### config.mk
export PLATFORM = sky130hd
export DESIGN_NAME = uart_recv
export DESIGN_NICKNAME = d
export VERILOG_FILES = /design/src/rtl/uart_recv.sv
export SDC_FILE = /design/constraint.sdc
export NUM_CORES = 1
export LEC_CHECK = 0
export CAP_MARGIN = 20
export CORE_MARGIN = 1.5
export CORE_UTILIZATION = 40
export DETAILED_ROUTE_END_ITERATION = 16
export PLACE_DENSITY = 0.59
export REMOVE_ABC_BUFFERS = 1
export SLEW_MARGIN = 20
export SYNTH_ARGS = -nofsm -noshare
export SYNTH_HDL_FRONTEND = slang
export SYNTH_SLANG_ARGS = --single-unit
### constraint.sdc
create_clock -name clk_i -period 1.95 [get_ports clk_i]
set_input_delay 0.39 -clock clk_i [delete_from_list [all_inputs] [get_ports clk_i]]
set_output_delay 0.39 -clock clk_i [all_outputs]
set_load 0.01 [all_outputs]
### src/rtl/uart_recv.sv
// ----------------------------------------------------------------------------
// uart_recv
//
// Receives 8N1 asynchronous serial frames: idle-high line, one start bit,
// eight data bits LSB first and one stop bit. Each correctly framed byte is
// presented on data_o together with a one-cycle data_valid_o pulse. A frame
// whose stop bit samples low gives a one-cycle frame_err_o pulse instead and
// leaves data_o untouched.
//
// The receiver keeps its own bit-period counter and does not use any shared
// baud tick. Each bit is sampled once, at its middle: the start bit is
// re-checked half a bit after the falling edge, and every later sample point
// is a whole bit period after the one before it.
//
// Parameters
//   CLKS_PER_BIT  clock cycles per serial bit (>= 4)
//   CNT_W         bit-period counter width (2**CNT_W > CLKS_PER_BIT)
//
// Ports
//   clk_i         system clock; all state changes on the rising edge
//   rst_i         synchronous, active-high reset; overrides everything else
//   rx_i          asynchronous serial input, idle high
//   data_o        last good byte; held until the next good frame
//   data_valid_o  one-cycle pulse: data_o has just been updated
//   frame_err_o   one-cycle pulse: the stop bit was sampled low
//   busy_o        high whenever the receiver is not idle
// ----------------------------------------------------------------------------
module uart_recv #(
    parameter int unsigned CLKS_PER_BIT = 868,
    parameter int unsigned CNT_W        = 10
) (
    input  logic       clk_i,
    input  logic       rst_i,
    input  logic       rx_i,
    output logic [7:0] data_o,
    output logic       data_valid_o,
    output logic       frame_err_o,
    output logic       busy_o
);

    // Half a bit period, rounded down. This is the delay from the detected
    // start edge to the middle of the start bit.
    localparam int unsigned HALF = CLKS_PER_BIT / 2;

    // Terminal counts. The counter runs 0 .. limit-1, so each phase lasts
    // exactly 'limit' cycles.
    localparam logic [CNT_W-1:0] HalfLast = CNT_W'(HALF - 1);
    localparam logic [CNT_W-1:0] BitLast  = CNT_W'(CLKS_PER_BIT - 1);
    localparam logic [CNT_W-1:0] CntOne   = CNT_W'(1);

    typedef enum logic [2:0] {
        StIdle,
        StStart,
        StData,
        StStop,
        StWaitHi
    } state_e;

    // ------------------------------------------------------------------------
    // Input synchronizer
    // ------------------------------------------------------------------------
    // Both flops reset high so that a reset never looks like a start edge.
    logic rx_meta_q;
    logic rx_s_q;

    always_ff @(posedge clk_i) begin
        if (rst_i) begin
            rx_meta_q <= 1'b1;
            rx_s_q    <= 1'b1;
        end else begin
            rx_meta_q <= rx_i;
            rx_s_q    <= rx_meta_q;
        end
    end

    // ------------------------------------------------------------------------
    // Receiver state
    // ------------------------------------------------------------------------
    state_e           state_q, state_d;
    logic [CNT_W-1:0] cnt_q, cnt_d;
    logic [2:0]       idx_q, idx_d;
    logic [7:0]       shreg_q, shreg_d;
    logic [7:0]       data_q, data_d;
    logic             data_valid_q, data_valid_d;
    logic             frame_err_q, frame_err_d;

    always_ff @(posedge clk_i) begin
        if (rst_i) begin
            state_q      <= StIdle;
            cnt_q        <= '0;
            idx_q        <= '0;
            shreg_q      <= '0;
            data_q       <= '0;
            data_valid_q <= 1'b0;
            frame_err_q  <= 1'b0;
        end else begin
            state_q      <= state_d;
            cnt_q        <= cnt_d;
            idx_q        <= idx_d;
            shreg_q      <= shreg_d;
            data_q       <= data_d;
            data_valid_q <= data_valid_d;
            frame_err_q  <= frame_err_d;
        end
    end

    // ------------------------------------------------------------------------
    // Next-state logic
    // ------------------------------------------------------------------------
    logic half_done;
    logic bit_done;

    assign half_done = (cnt_q == HalfLast);
    assign bit_done  = (cnt_q == BitLast);

    always_comb begin
        state_d      = state_q;
        cnt_d        = cnt_q;
        idx_d        = idx_q;
        shreg_d      = shreg_q;
        data_d       = data_q;
        data_valid_d = 1'b0;
        frame_err_d  = 1'b0;

        unique case (state_q)
            StIdle: begin
                if (!rx_s_q) begin
                    state_d = StStart;
                    cnt_d   = '0;
                end
            end

            StStart: begin
                if (half_done) begin
                    if (rx_s_q) begin
                        // Line is high again at mid start bit: treat as noise.
                        state_d = StIdle;
                    end else begin
                        state_d = StData;
                        cnt_d   = '0;
                        idx_d   = '0;
                    end
                end else begin
                    cnt_d = cnt_q + CntOne;
                end
            end

            StData: begin
                if (bit_done) begin
                    shreg_d[idx_q] = rx_s_q;
                    cnt_d          = '0;
                    if (idx_q == 3'd7) begin
                        state_d = StStop;
                    end else begin
                        idx_d = idx_q + 3'd1;
                    end
                end else begin
                    cnt_d = cnt_q + CntOne;
                end
            end

            StStop: begin
                if (bit_done) begin
                    cnt_d = '0;
                    if (rx_s_q) begin
                        data_d       = shreg_q;
                        data_valid_d = 1'b1;
                        state_d      = StIdle;
                    end else begin
                        // Low stop bit: report it, keep the old byte, and do
                        // not rearm until the line has gone high again so a
                        // held-low break is not read as a run of 8'h00 frames.
                        frame_err_d = 1'b1;
                        state_d     = StWaitHi;
                    end
                end else begin
                    cnt_d = cnt_q + CntOne;
                end
            end

            StWaitHi: begin
                if (rx_s_q) begin
                    state_d = StIdle;
                end
            end

            default: begin
                state_d = StIdle;
            end
        endcase
    end

    // ------------------------------------------------------------------------
    // Outputs
    // ------------------------------------------------------------------------
    assign data_o       = data_q;
    assign data_valid_o = data_valid_q;
    assign frame_err_o  = frame_err_q;
    assign busy_o       = (state_q != StIdle);

endmodule
==> reports/results.txt, run 1 <==
Cell area after layout: 2510 sq um
Final Core Density: 0.538
CTS sink cnt: 36
Tmin final: 1.94 ns
First-iteration detailed-routing DRC count: 86
DRT Pass-1 Iters: 7
Crit start category: register
Fmax: 0.516 GHz
Mapped Area: 1920 sq um
Die H: 72.2 microns
Worst-margin pin slew: 0.408 ns
Fin cells: 317
Post-Place Cells: 308
Critical Path RT: 2.17 ns
Clk slew on worst S/H paths: 0.08 ns
I/O Buffers: 13
Core area: 4660 sq um
CTS tree: yes
Crit path buf inv count: 0
Die area: 5220 sq um
CTS buffer count: 5
Top post-synthesis cells by count: 36 x dfxtp_1, 22 x nand2_1, 16 x mux2i_1
Htree depth: 2
Top-count cell post-synth: dfxtp_1
Detail Route Antenna Nets: 0
Average cell area after synthesis: 8.92 sq um
Status: complete, no violations
Critical path's top delay family: simple AND/OR/NAND/NOR gates
Maximum vdd drop: 0.514 mV
Overall Global Routing Usage: 0.198
R2R Setup Slk: 0.01 ns
Synth top area cells: dfxtp_1 38%, mux2i_1 8.3%, nand2_1 4.3%, nand3_1 3.4%, ha_1 3.3%
Final setup margin: 0.0116 ns
Syn Inst Count: 215
# setup viols final: 0
DP Worst Slack: 0.0363 ns
Fin Clk Skew: 0.00853 ns
Area delta synth->final: 30.8%
# DRC: 0
Gpl congestion: 0.791
CP dominant cell by count: or4b_4
Netlist cell types: 47
Ys Warns: 0
Diode count: 0
Starting Density: 0.412
Chip width: 72.2 microns
First-pass GRT wire length: 8140 microns
Pwr/cell area: 943 nW/um^2
Post-synth EDFFs: 0
Initial antenna violation count: 0
Largest net degree at the start of global routing: 13
Relative slew slack: 0.728
Worst min-delay path class: register to register
Largest area contributor in the netlist: dfxtp_1
Critical Path Sink Type: register
Num rows: 25
Post-synthesis sequential area ratio: 0.376
Slowest cell on crit path: or4b_4
LEAKAGE: 0.996 nW
Final Hold Viols: 0
Fin. max-slew vios: 0
Clock root cell: clkbuf_8
Vias post-DR: 1,796
Final #Nets: 270
I/O pins: 14
Share of layout cells above drive strength 1: 0.243
CP max stage delay: 0.54 ns
Power, Total: 2.37 mW
Final period utilization: 0.994
Skew-Pair Late Insertion Delay: 0.29 ns
Ys async rst share: 0
Placed cell areas: 2350 sq um
Post-DP HPWL: 3450 microns
RSZ-0062 raised after global routing: yes
Post-synth top flop: dfxtp_1
Clock Tree Buf Depth: 2
Kind of critical path: register to register
Wirelength per Cell: 14.8 microns
FF+latch count, synth: 36
Cells along the critical path: or4b_4, o32a_4, or4b_4, a21oi_2
Vias in the first global route: 1,700
MaxCap Viol Count: 0
Routed vias/inst: 5.67
Crit-path max FO: 6
WL final: 4680 microns
Yosys top cell area share: 0.376
Crit path DAT: 2.16 ns
GRT overflow: 0
==> per-layer routing <==
layer / up-vias / share of wire / track usage
met2: 37 / 0.49 / 0.321
met1: 850 / 0.46 / 0.263
met3: 10 / 0.036 / 0.0431
met4: 0 / 0.018 / 0.0629
met5: - / 0 / 0
li1: 899 / - / -
==> worst reg2reg max path: stages, from the launching register on <==
cell and delay [ns]:
dfxtp_1 0.32, or4b_4 0.54, o32a_4 0.35, or4b_4 0.52, a21oi_2 0.14
==> placed cells by master, fill, tap and decap left out, types with 6 or more instances in the layout <==
cell type,synthesis,layout
mux2i_1,16,16
nand3_1,13,13
inv_1,8,8
nand2_1,22,22
nor2_1,15,14
clkdlybuf4s50_1,0,13
dfxtp_1,36,34
nor3_1,7,7
nor2b_1,6,6
buf_4,1,39
==> flip-flops by register name, summed over array words and instances (netlist names) <==
signal	cells
cnt_q	10
data_o	8
data_valid_o	1
frame_err_o	1
idx_q	3
rx_meta_q	1
rx_s_q	1
shreg_q	8
state_q	3
==> layout make-up <==
class / count / area (sq um)
timing repair buffer: 52 / 423
multi-input combinational: 159 / 1150
clock inverter: 3 / 42.5
inverter: 8 / 30.0
clock buffer: 5 / 68.8
fill: 449 / 2150
sequential: 36 / 723
tap: 54 / 67.6
==> worst paths after layout <==
check / startpoint / to / cells after the start
worst min-delay path: rx_meta_q$_SDFF_PP1_ / rx_s_q$_SDFF_PP1_ / 1
worst min register to register: rx_meta_q$_SDFF_PP1_ / rx_s_q$_SDFF_PP1_ / 1
worst max-delay path: rx_s_q$_SDFF_PP1_ / idx_q[0]$_SDFFE_PP0P_ / 4
worst max register to register: rx_s_q$_SDFF_PP1_ / idx_q[0]$_SDFFE_PP0P_ / 4
==> through the flow <==
step | TNS (ns) | hold slack, ns
CTS | 0 | 0.445
detailed placement | 0 | 0.426
global route | -0.0515 | 0.458
floorplan | -0.129 | 0.389
finish | 0 | 0.437
global placement | 0 | 0.428
==> timing repair <==
| item | 4_1_cts | 5_1_grt |
|---|---|---|
| hold buffers | 0 | 0 |
| gates resized for setup | 0 | 12 |
| buffers inserted | 0 | 1 |
| setup endpoints to repair | 0 | 7 |
==> power by group <==
part	internal, mW	total, mW	switching, mW
Combinational	0.408	0.887	0.479
Sequential	0.780	0.817	0.0370
Clock	0.378	0.664	0.285
==> cells by family after synthesis <==
logic type,after synthesis,synth area share
fa+ha+maj,5,0.0326
mux,16,0.0835
flops,36,0.376
buf+inv,20,0.0424
compound gates,43,0.176
simple gates,95,0.290
Note: power is estimated with default switching activity, not from simulation.
==> run 2, diff against run 1 <==
- CTS_BUF_LIST: default -> sky130_fd_sc_hd__clkbuf_4 sky130_fd_sc_hd__clkbuf_8
==> results of run 2 <==
No change in the layout: final DEF, timing and power equal those of run 1.
